### src/rtl/result_buffer_reader.sv
// result_buffer_reader: drains the decrypted-text buffer from data RAM
// one byte at a time onto a valid/ready stream.
module result_buffer_reader #(
  parameter int BASE_ADDR   = 1500,
  parameter int LEN         = 108,
  parameter int STOP_ON_NUL = 1
) (
  input  logic        clock,
  input  logic        reset,
  input  logic        start,
  input  logic        abort,
  output logic [11:0] ram_addr,
  output logic        ram_rd_en,
  input  logic [31:0] ram_data,
  output logic [7:0]  out_byte,
  output logic        out_valid,
  input  logic        out_ready,
  output logic        busy,
  output logic        done,
  output logic [7:0]  byte_count
);

  typedef enum logic [2:0] {
    S_IDLE,
    S_ISSUE,
    S_WAIT,
    S_PRESENT,
    S_DONE
  } state_t;

  localparam logic [7:0]  LAST = 8'(LEN - 1);
  localparam logic [11:0] BASE = 12'(BASE_ADDR);

  state_t      r_state;
  state_t      w_next;
  logic [7:0]  r_idx;
  logic [7:0]  w_idx;
  logic [7:0]  r_cnt;
  logic [7:0]  w_cnt;
  logic [7:0]  r_byte;
  logic [7:0]  w_byte;
  logic [11:0] r_addr;
  logic [11:0] w_addr;
  logic        r_valid;
  logic        r_rd_en;
  logic        r_done;
  logic        w_accept;
  logic        w_nul;
  logic        w_busy_nxt;
  logic        w_unused;

  assign w_unused = ^ram_data[31:8];
  assign w_accept = (r_state == S_PRESENT) && out_ready;
  assign w_nul    = (STOP_ON_NUL != 0) && (ram_data[7:0] == 8'h00);

  always_ff @(posedge clock or negedge reset) begin
    if (!reset) r_state <= S_IDLE;
    else        r_state <= w_next;
  end

  always_comb begin
    w_next = r_state;
    if (abort) begin
      w_next = S_IDLE;
    end else begin
      unique case (r_state)
        S_IDLE:    if (start) w_next = S_ISSUE;
        S_ISSUE:   w_next = S_WAIT;
        S_WAIT:    w_next = w_nul ? S_DONE : S_PRESENT;
        S_PRESENT: if (w_accept)
                     w_next = (r_idx == LAST) ? S_DONE : S_ISSUE;
        S_DONE:    w_next = S_IDLE;
        default:   w_next = S_IDLE;
      endcase
    end
  end

  // Next values of the registered outputs, derived from the transition.
  always_comb begin
    w_idx  = r_idx;
    w_cnt  = r_cnt;
    w_byte = r_byte;
    if (!abort) begin
      unique case (r_state)
        S_IDLE: if (start) begin
          w_idx = 8'd0;
          w_cnt = 8'd0;
        end
        S_WAIT:    w_byte = ram_data[7:0];
        S_PRESENT: if (w_accept) begin
          w_cnt = r_cnt + 8'd1;
          if (r_idx != LAST) w_idx = r_idx + 8'd1;
        end
        default: ;
      endcase
    end
    w_busy_nxt = (w_next == S_ISSUE) || (w_next == S_WAIT) ||
                 (w_next == S_PRESENT);
    w_addr = w_busy_nxt ? BASE + {4'd0, w_idx} : 12'd0;
  end

  always_ff @(posedge clock or negedge reset) begin
    if (!reset) begin
      r_idx   <= 8'd0;
      r_cnt   <= 8'd0;
      r_byte  <= 8'd0;
      r_addr  <= 12'd0;
      r_valid <= 1'b0;
      r_rd_en <= 1'b0;
      r_done  <= 1'b0;
    end else begin
      r_idx   <= w_idx;
      r_cnt   <= w_cnt;
      r_byte  <= w_byte;
      r_addr  <= w_addr;
      r_valid <= (w_next == S_PRESENT);
      r_rd_en <= (w_next == S_ISSUE);
      r_done  <= (w_next == S_DONE);
    end
  end

  assign busy       = (r_state == S_ISSUE) || (r_state == S_WAIT) ||
                      (r_state == S_PRESENT);
  assign ram_addr   = r_addr;
  assign ram_rd_en  = r_rd_en;
  assign out_byte   = r_byte;
  assign out_valid  = r_valid;
  assign done       = r_done;
  assign byte_count = r_cnt;

endmodule

### config.mk
export PLATFORM = sky130hd
export DESIGN_NAME = result_buffer_reader
export DESIGN_NICKNAME = d
export VERILOG_FILES = /design/src/rtl/result_buffer_reader.sv
export SDC_FILE = /design/constraint.sdc
export NUM_CORES = 1
export LEC_CHECK = 0
export CORE_UTILIZATION = 45
export CTS_CLUSTER_DIAMETER = 50
export DETAILED_ROUTE_END_ITERATION = 6
export PLACE_DENSITY = 0.8
export SETUP_SLACK_MARGIN = 0.02
export SYNTH_ARGS = -nofsm -noshare
export SYNTH_HDL_FRONTEND = slang
export SYNTH_SLANG_ARGS = --single-unit
### constraint.sdc
create_clock -name clock -period 3.2 [get_ports clock]
set_clock_uncertainty 0.15 [all_clocks]
set_input_delay 0.32 -clock clock [delete_from_list [all_inputs] [get_ports clock]]
set_output_delay 0.32 -clock clock [all_outputs]
set_load 0.03 [all_outputs]
# Word level (Yosys, flattened, before mapping)
# Index checks and enable logic that the tools add are counted.
op_classes:
  addsub: 3
  multipliers: 0
  div_mod_pow: 0
  order_cmp: 0
  n_eq_ne: 11
  shifts: 0
  n_mux: 15
  bitwise_logic: 1
  reduce_logical: 10
op_table:
  columns: ["op", "n"]
  rows:
  - ["8-bit two-way mux", 6]
  - ["8-bit case mux with 2 select lines", 2]
  - ["8-bit by 1-bit adder with 8-bit output, second input constant", 2]
  - ["3-bit two-way mux", 5]
  - ["11-bit by 8-bit adder with 12-bit output, first input constant", 1]
  - ["3-bit by 2-bit equality test with 1-bit output, second input constant", 4]
  - ["12-bit two-way mux", 1]
  - ["3-bit case mux with 4 select lines", 1]
  - ["8-bit by 7-bit equality test with 1-bit output, second input constant", 1]
  - ["8-bit logical NOT", 1]
  - ["8-bit by 7-bit != test with 1-bit output, second input constant", 1]
  - ["3-bit by 1-bit equality test with 1-bit output, second input constant", 2]
  - ["1-bit logical OR", 4]
  - ["2-bit != test, second input constant", 2]
  - ["4-bit AND reduction", 1]
  - ["3-bit equality test, second input constant", 1]
  - ["3-bit logical NOT", 1]
  - ["2-bit AND reduction", 1]
  - ["2-bit nonzero test", 1]
  - ["1-bit logical AND", 1]
  - ["1-bit NOT", 1]
totals:
  regBits: 42
  latchBits: 0
  ramBits: 0
  romBits: 0
  input_bits: 37
  output_inout_bits: 32
  word_cells: 48
  n_memories: 0

# Longest topological paths before layout
# Gate-level depths: netlist (run 1).
logic_depth:
  depth_word: 9
  mapped_depth: 12
  ltp_nobuf: 11

# Least setup slack after synthesis (run 1)
# Ideal clock, no wire load.
synth_timing:
  kind: "reg-to-reg"
  startpoint: "register r_idx[2]"
  endpoint: "register r_addr[8], in the netlist ram_addr[8]"
  setup_ps: 105
  t_arrival_ps: 2083
  required_ps: 2945
  path_slack_ps: 861
  stages_incl_launch_ff: 10
  path_buffers: 0
  synth_period_minus_slack_ps: 2339
  path_cell_list: "dfrtp_1 > or3_1 > o21bai_1 > nor3_1 > a21o_1 > inv_1 > ha_1 > o21ai_0 > o21ai_0 > nor4b_1"
synth_via:
  elab_cells_between_ends: 19
  classes_between: "add/sub: 2; eq/ne: 5; mux: 10; reduce/logical: 2"
synth_rtl:
  columns: ["item", "line", "source"]
  rows:
  - ["start: declaration", "36", "logic [7:0] r_idx;"]
  - ["start signal: assignment", "112", "r_idx <= w_idx;"]
  - ["8-bit by 1-bit adder with 8-bit output / 8-bit by 7-bit != test with 1-bit output (equally long branches)", "92", "if (r_idx != LAST) w_idx = r_idx + 8'd1;"]
  - ["8-bit two-way mux", "92", null]
  - ["8-bit two-way mux", "90", "S_PRESENT: if (w_accept) begin"]
  - ["8-bit case mux with 2 select lines", "84", "unique case (r_state)"]
  - ["8-bit two-way mux (*)", "83", "if (!abort) begin"]
  - ["net w_idx[2]", "37", "logic [7:0] w_idx;"]
  - ["11-bit by 8-bit adder with 12-bit output (*)", "99", "w_addr = w_busy_nxt ? BASE + {4'd0, w_idx} : 12'd0;"]
  - ["12-bit two-way mux (*)", "99", null]
  - ["net w_addr[8]", "43", "logic [11:0] w_addr;"]
  - ["end signal: assignment", "115", "r_addr <= w_addr;"]
  - ["end: declaration", "42", "logic [11:0] r_addr;"]
# Mark *: on every way through the listed nets, which the timed path passes. The rest lies on a longest branch.
# A chain may end at the register's enable or synchronous reset.

# Worst setup path in the final report (run 1)
# Ends and elaborated chain as after synthesis.

==> impl_metrics.yaml, run 1 <==
power:
  powerDensity_nw_per_um2: 580
  leakagePower_uw: 0.00118
  ir_drop_mv: 0.295
worst_setup_path:
  slowest_delay_ns: 0.47
  cpMostUsedCell: "o21ai_0"
  end_kind: "register"
  critical_path_buf_inv_count: 1
  worstReg2RegStart: "r_idx[2]"
  critPathTopFamily: "compound AO/OA/AOI/OAI gates"
  path_max_fanout: 7
  cp.required_ns: 3.24
  r2r_slack_ns: 0.48
  path_class: "register to register"
  cp-start-kind: "register"
  slowest_stage: "dfrtp_1"
  cp_cell_sequence: "or3_1, o21bai_1, nor3_1, a21o_1, inv_1, ha_1, o21ai_0, o21ai_0, nor4b_1"
  cp-startpoint: "r_idx[2]"
  worstPathArrival_ns: 2.76
clock_tree:
  clk_latency_ns: 0.29
  cts-htree-levels: 2
  cts-root-buf: "clkbuf_8"
  ctsResizeCount: 0
  tritoncts: "yes"
  cts_setup_buffers: 0
  cts_sinks: 41
  clockBufferDepth: 2
  cts_made_buffers: 5
  clkSlewWorstSetupHoldPaths_ns: 0.08
  cts_hold_buf: 0
route:
  postRouteAntennaNets: 0
  vias_per_cell: 5.53
  wire_per_inst_um: 15.6
  wirelength_um: 4450
  num_vias: 1575
  first_pass_iters: 4
  post-route-drc-count: 0
  dr.first_iter.drc_count: 153
finish:
  layout_commonest_cell: "clkdlybuf4s50_1"
  nNetsFinal: 274
  layout_common_cells: "clkdlybuf4s50_1, dfrtp_1, nor2_1, nand2_1, mux2_2"
  drive_gt1_share_pct: 14.0
  final_util_pct: 62.8
  antenna_cells: 0
  syn2layout_area_growth_pct: 30.0
die:
  die_w_um: 68.5
  rows: 23
  ios: 69
  core_sq_um: 4120
  start_util_pct: 48.3
  dieArea_sq_um: 4690
  dieHeight_um: 68.5
run_status:
  violations: "negative hold slack"
  status: "complete, but fails checks"
sta:
  rsz0062_at_grt: "no"
  period_needed_ns: 2.72
  finalSetupViolCount: 0
  post-route-period-util_pct: 85.0
  clock.fmax_ghz: 0.368
  hold_violations: 5
  setup-tns-final_ns: 0
  max-slew-margin-rel_pct: 40.0
  worstMarginPinSlew_ns: 0.900
  hold_slack_ns: -0.0101
  slew_viol_final: 0
synth:
  synth_xor_area_share_pct: 3.08
  synth_top_family_by_area: "simple AND/OR/NAND/NOR gates"
  avgSynthCellArea_sq_um: 10.6
  yosys.area_share.simple_pct: 20.7
  synth_nets: 227
  synthMuxAreaShare_pct: 6.42
  synth_compound_area_share_pct: 12.8
  synth_cell_types: 46
  ys.flop_type: "dfrtp_1"
  synth_seq_cells: 41
  synth-edff-count: 0
  synth.yosys.seq_area_share_pct: 51.6
  synth_area_sq_um: 1990
  synthArstFlopShare_pct: 100
  ys.warnings.count: 0
  synthAdderAreaFrac_pct: 1.89
  synth_cells: 187
global_route:
  antenna_found_initial: 0
  grt_pass1_vias: 1520
  grt_overflow: 0
  grt_usage_pct: 20.6
  grt_first_pass_wirelength_um: 7070
  grt_max_degree: 42
placed_design:
  dp_hpwl_um: 3210
  globalplace.congestion: 0.825
  port_buffers: 43
min_path:
  hold_class: "input pin to async pin"
run:
  maxCapViolations: 0
## per-stage QoR
stage	instances	instance area, sq um	power (uW)	hold slack [ns]	setup WS (ns)
6_report	285	2590	1500	-0.0101	0.480
2_1_floorplan	187	1990	893	-0.126	0.861
3_5_place_dp	277	2470	1090	0.345	0.293
5_1_grt	285	2590	1570	0.0696	0.272
4_1_cts	285	2590	1520	0.0508	0.467
3_3_place_gp	277	2470	1080	0.339	0.330
## report_power, final
group / internal, uW / leakage, uW / switching [uW]
clock network: 254 / 0.0000585 / 175
registers: 588 / 0.000544 / 45.3
logic: 194 / 0.000580 / 245
## metal layers
metal | vias to the layer above | track usage [%] | part of all wire, %
li1 | 755 | - | -
met1 | 779 | 27.2 | 47
met2 | 39 | 33.6 | 48
met3 | 2 | 4.93 | 4.7
met4 | 0 | 5.73 | 0.63
met5 | - | 0 | 0
## registers in the layout (all words and copies together) (netlist names)
name        cells
ram_addr       11
r_state         3
out_byte        8
r_idx           8
byte_count      8
ram_rd_en       1
out_valid       1
done            1
## path summary, 6_finish.rpt
check	endpoint	depth (start not counted)
setup / recovery	ram_addr[8]	9
hold / removal	out_byte[4]	1
setup reg to reg	ram_addr[8]	9
hold reg to reg	out_byte[6]	1
max in group asynchronous	ram_rd_en	1
min in group clock	out_byte[6]	1
## synthesized netlist by cell type (2+ instances only)
cell / number / area share [%]
a21o_1: 4 / 1.5
a21oi_1: 9 / 2.3
a21oi_2: 2 / 0.88
a22o_1: 2 / 0.88
a31oi_1: 2 / 0.63
and2_1: 3 / 0.94
and3_1: 2 / 0.63
buf_2: 3 / 0.75
buf_4: 3 / 1.1
clkbuf_1: 2 / 0.38
dfrtp_1: 41 / 52
ha_1: 3 / 1.9
inv_1: 6 / 1.1
mux2_2: 10 / 5.7
nand2_1: 13 / 2.5
nand2b_1: 2 / 0.63
nand3_1: 4 / 1.0
nand4_1: 5 / 1.6
nor2_1: 20 / 3.8
nor4_1: 4 / 1.3
o21a_1: 3 / 1.1
o21ai_0: 8 / 2.0
o21ai_1: 2 / 0.50
o21bai_1: 2 / 0.75
or2_2: 2 / 0.63
or3_1: 5 / 1.6
xnor2_1: 4 / 1.8
xor2_1: 3 / 1.3
## area by class of cell
type                    count  area, sq um
clock buffers               7         86.3
inverters                   6         22.5
flip-flops and latches     41         1030
repair buffers             48          463
fillers                   344         1530
well taps                  50         62.6
clock inverters             1         30.0
multi-input cells         132          896
## kinds of logic (layout without fill, tap and decap cells)
group / Yosys count / after routing
adder cells (fa/ha/maj): 3 / 3
AND/OR/NAND/NOR: 71 / 71
AO/OA/AOI/OAI: 39 / 39
other: 1 / 1
flip-flops: 41 / 41
multiplexers: 11 / 11
buffers and inverters: 14 / 62
XOR/XNOR: 7 / 7
Power figures use the tool's default switching activity.
==> run 2: changes to the inputs <==
Clock period 3.2 ns to 2.8 ns, I/O delays scaled along.
==> run 2 against run 1 <==
Net effect:
- global-route usage is essentially flat
- sequential share of layout area shrank 0.83 points
- total power increased by 6.7%
- clock-buffer cell count fell by 2
- sequential cell count is the same
- wire length fell by 7.1%
- non-clock buffer count is 11 higher
- critical path depth down 1
- largest power group unchanged
- critical endpoint unchanged
- worst setup slack got worse by 0.21 ns
- die area unchanged
- highest routed layer unchanged
- the run now ends clean
==> impl_metrics.yaml, run 2 (synthesis gave the netlist of run 1 again) <==
run_status:
  status: "complete, no violations"
die:
  rows: 23
  start_util_pct: 48.3
  core_sq_um: 4120
  dieArea_sq_um: 4690
  dieHeight_um: 68.5
  ios: 69
  die_w_um: 68.5
finish:
  layout_commonest_cell: "clkdlybuf4s50_1"
  largest_reg_flops: 11
  multiInputGateArea_sq_um: 896
  stdcell_area_sq_um: 2640
  n_fill_cell: 353
  nNetsFinal: 285
  syn2layout_area_growth_pct: 32.8
  drive_gt1_share_pct: 17.9
  antenna_cells: 0
  layout_common_cells: "clkdlybuf4s50_1, dfrtp_1, nor2_1, buf_4, nand2_1"
  seqCellArea_sq_um: 1030
  final_util_pct: 64.2
route:
  dr.first_iter.drc_count: 114
  num_vias: 1572
  wire_per_inst_um: 14.0
  post-route-drc-count: 0
  vias_per_cell: 5.31
  postRouteAntennaNets: 0
  first_pass_iters: 4
  wirelength_um: 4130
power:
  switching_power_uw: 531
  leakagePower_uw: 0.00122
  comb_power_share_pct: 31.6
  seqPwrFrac_pct: 45.0
  ir_drop_mv: 0.294
  p_int_uw: 1070
  swShare_pct: 33.1
  p_clk_share_pct: 23.4
  powerDensity_nw_per_um2: 606
clock_tree:
  cts_setup_buffers: 0
  cts-root-buf: "clkbuf_8"
  clockBufferDepth: 2
  cts_made_buffers: 5
  tritoncts: "yes"
  cts_sinks: 41
  clk_latency_ns: 0.29
  cts-htree-levels: 2
  clkSlewWorstSetupHoldPaths_ns: 0.08
worst_setup_path:
  cp_cell_sequence: "nand4bb_2, or3_1, a32o_2, inv_1, ha_1, o21ai_0, o21ai_1, nor4b_1"
  worstPathArrival_ns: 2.57
  cp.required_ns: 2.84
  slowest_delay_ns: 0.48
  r2r_cells: 8
  path_max_fanout: 11
  cp-start-kind: "register"
  end_kind: "register"
  slowest_stage: "dfrtp_1"
  path_class: "register to register"
global_route:
  grt_pass1_vias: 1463
  grt_usage_pct: 20.6
  grt_first_pass_wirelength_um: 6890
  grt_overflow: 0
  antenna_found_initial: 0
  grt_max_degree: 42
min_path:
  hold_class: "register to register"
  whs_path_depth: 1
sta:
  setup-tns-final_ns: 0
  worstMarginPinSlew_ns: 0.871
  slew_viol_final: 0
  clock.fmax_ghz: 0.395
  period_needed_ns: 2.53
  max-slew-margin-rel_pct: 41.9
  post-route-period-util_pct: 90.4
  finalSetupViolCount: 0
  hold_violations: 0
  rsz0062_at_grt: "no"
placed_design:
  globalplace.congestion: 0.872
  port_buffers: 43
  dp_hpwl_um: 3100
  dpl_cell_area_sq_um: 2540
run:
  maxCapViolations: 0
run 2: cell count changes in the layout (fill, tap and decap cells not counted), sizes merged:
cell / before / now
buf: 6 / 16
clkbuf: 7 / 5
clkinv: 0 / 2
bufinv: 1 / 0
dlygate4sd3: 0 / 1
clkinvlp: 0 / 1
run 2: through the flow:
stage	setup slack [ns]	cells	hold slack [ns]	power, uW
floorplan	0.461	187	-0.166	1020
global placement	0.0735	287	0.300	1230
detailed placement	0.112	287	0.309	1240
CTS	0.180	296	0.362	1620
global route	0.0986	296	0.383	1690
finish	0.267	296	0.357	1600
run 2: worst paths after layout:
kind,start,to,slack (ns)
hold / removal,out_byte[5],out_byte[5],0.36
hold reg to reg,out_byte[5],out_byte[5],0.36
max in group asynchronous,reset,byte_count[3],1.46
setup reg to reg,r_state[2],ram_addr[8],0.27
min in group asynchronous,reset,out_byte[4],0.49
setup / recovery,r_state[2],ram_addr[8],0.27
run 2: layer usage:
metal / vias up / GRT usage, % / part of all wire (%)
li1: 783 / - / -
met1: 738 / 27.8 / 47
met2: 44 / 31.1 / 46
met3: 7 / 5.26 / 5.5
met4: 0 / 8.59 / 1.8
met5: - / 0 / 0
run 2: area by class of cell:
class / instances / share of cell area [%]
tap: 50 / 2.37
sequential: 41 / 38.8
clock inverter: 3 / 0.663
multi-input combinational: 132 / 33.9
clock buffer: 5 / 2.61
inverter: 6 / 0.853
timing repair buffer: 59 / 20.7
run 2: power groups by stage:
stage	clock, uW	combinational (uW)	sequential [uW]
CTS	387	512	721
global route	411	545	733
global placement	0	504	730
floorplan	0	138	883
detailed placement	0	510	734
finish	374	507	721
run 2: timing repair:
action                                  CTS  global route
resized for setup                         0             1
endpoints found under the hold margin    41             0
endpoints found under the setup margin    0             2
hold buffers                              1             0
run 2: critical path: cells and delay by family (launching register included):
kind            cells  cell delay (ns)
compound gates      3             0.62
fa+ha+maj           1             0.15
buf+inv             1             0.06
flops               1             0.48
simple gates        3             0.96
==> run 3: changes to the inputs <==
Settings changed: CTS_CLUSTER_SIZE set to 8, DONT_BUFFER_PORTS set to 1, PLACE_DENSITY 0.8 to unset.
==> run 3 against run 2 <==
Net effect:
- fmax grew 0.32%
- total power shrank 6.7%
- first-iteration DRC count shrank 54%
- wire length grew 4.2%
- worst setup slack gained 0.0081 ns
- critical path depth is the same
- sequential cell count is the same
- cell area shrank 13%
- critical endpoint unchanged
- largest power group unchanged
- highest routed layer unchanged
==> impl_metrics.yaml, run 3 (synthesis gave the netlist of run 1 again) <==
run_status:
  status: "complete, no violations"
clock_tree:
  cts_sinks: 41
  clk_latency_ns: 0.29
  clkSlewWorstSetupHoldPaths_ns: 0.08
  tritoncts: "yes"
  cts-root-buf: "clkbuf_8"
  clockBufferDepth: 2
  cts_setup_buffers: 0
  cts_made_buffers: 5
  cts-htree-levels: 2
finish:
  syn2layout_area_growth_pct: 15.3
  layout_common_cells: "dfrtp_1, nor2_1, nand2_1, mux2_2"
  instances_no_fill: 256
  drive_gt1_share_pct: 19.9
  seqCellArea_sq_um: 1030
  nNetsFinal: 245
  antenna_cells: 0
  multiInputGateArea_sq_um: 902
  layout_commonest_cell: "dfrtp_1"
  largest_reg_flops: 11
  n_fill_cell: 365
sta:
  setup-tns-final_ns: 0
  worst_slack_ns: 0.276
  rsz0062_at_grt: "no"
  hold_violations: 0
  max-slew-margin-rel_pct: 56.4
  clock.fmax_ghz: 0.396
  worstMarginPinSlew_ns: 0.652
  slew_viol_final: 0
  period_needed_ns: 2.52
  post-route-period-util_pct: 90.2
  finalSetupViolCount: 0
global_route:
  grt_overflow: 0
  grt_usage_pct: 21.4
  antenna_found_initial: 0
  grt_pass1_vias: 1523
  grt_max_degree: 42
  grt_first_pass_wirelength_um: 7100
worst_setup_path:
  end_kind: "register"
  worstPathArrival_ns: 2.57
  worstReg2RegStart: "r_state[2]"
  slowest_stage: "dfrtp_1"
  r2r-end: "ram_addr[8]"
  critPathTopFamily: "simple AND/OR/NAND/NOR gates"
  cp-start-kind: "register"
  path_class: "register to register"
  r2r_slack_ns: 0.28
  cpMostUsedCell: "o21ai_0"
  r2r_cells: 8
  cp.required_ns: 2.85
  slowest_delay_ns: 0.46
  path_max_fanout: 7
  critical_path_buf_inv_count: 1
  cp_cell_sequence: "nand4bb_2, or3_1, a32o_2, inv_1, ha_1, o21ai_0, o21ai_0, nor4b_2"
placed_design:
  place_ws_ns: 0.159
  port_buffers: 0
  globalplace.congestion: 0.877
  numPlacedInstances: 238
  dp_hpwl_um: 3070
power:
  leakagePower_uw: 0.00109
  powerDensity_nw_per_um2: 651
  p_total_uw: 1490
  ir_drop_mv: 0.455
die:
  rows: 23
  core_sq_um: 4120
  die_w_um: 68.5
  ios: 69
  start_util_pct: 48.3
  dieArea_sq_um: 4690
  dieHeight_um: 68.5
min_path:
  whs_path_depth: 3
  min_from: "out_ready"
  hold_end: "out_valid"
  hold_class: "input pin to register"
route:
  vias_per_cell: 5.64
  first_pass_iters: 4
  post-route-drc-count: 0
  num_vias: 1443
  wire_per_inst_um: 16.8
  dr.first_iter.drc_count: 52
  wirelength_um: 4310
  postRouteAntennaNets: 0
run:
  maxCapViolations: 0
[run 3: cell types whose count changed in the layout (fill, tap and decap cells not counted), moves of 2 or more]
cell	previous run	this run
dlygate4sd3_1	1	9
dfrtp_2	0	2
clkbuf_8	5	7
buf_4	15	9
dfrtp_1	41	39
clkdlybuf4s50_1	42	0
[run 3: worst reg2reg max path: stages, from the launching register on]
cell	delay, ns
dfrtp_1	0.46
nand4bb_2	0.27
or3_1	0.38
a32o_2	0.31
inv_1	0.06
ha_1	0.18
o21ai_0	0.10
o21ai_0	0.25
nor4b_2	0.27
[run 3: worst max-delay path by stage]
| stage | startpoint | endpoint | slack [ns] | cells after the start |
|---|---|---|---|---|
| finish | r_state[2] | ram_addr[8] | 0.28 | 8 |
| global route | r_state[2] | ram_addr[8] | 0.10 | 8 |
| floorplan | r_idx[2] | ram_addr[8] | 0.46 | 9 |
| global placement | r_state[2] | ram_addr[8] | 0.29 | 8 |
| detailed placement | r_state[2] | ram_addr[8] | 0.16 | 8 |
| CTS | r_state[2] | ram_addr[8] | 0.15 | 8 |
[run 3: timing repair]
item,4_1_cts,5_1_grt
setup endpoints to repair,0,1
hold endpoints to repair,49,0
gates resized for setup,0,3
hold buffers,10,0
[run 3: power by group]
| part | internal (uW) | total [uW] | switching [uW] |
|---|---|---|---|
| registers | 672 | 899 | 227 |
| logic | 86.3 | 175 | 88.2 |
| clock network | 223 | 422 | 199 |
| total | 981 | 1490 | 514 |
[run 3: layout make-up]
type                       count  share of cell area, %
clock buffer                   7                   4.20
clock inverter                 1                  0.218
inverter                       6                  0.981
multi-input combinational    132                   39.3
sequential                    41                   44.8
tap                           50                   2.73
timing repair buffer          19                   7.74
[run 3: routing by layer]
metal	GRT usage, %	vias up	routed length [um]
li1	-	698	-
met1	25.9	697	1910
met2	36.4	40	2120
met3	5.59	8	211
met4	7.81	0	70
met5	0	-	0
[run 3: stage by stage]
stage                     util, %  hold slack, ns  cell area [sq um]
after global routing         55.8          0.0908               2290
after detailed placement     50.4          -0.165               2070
after CTS                    55.5          0.0493               2290
final                        55.8          0.0536               2290
after global placement       50.4          -0.165               2070
after floorplan                 -          -0.166               1990
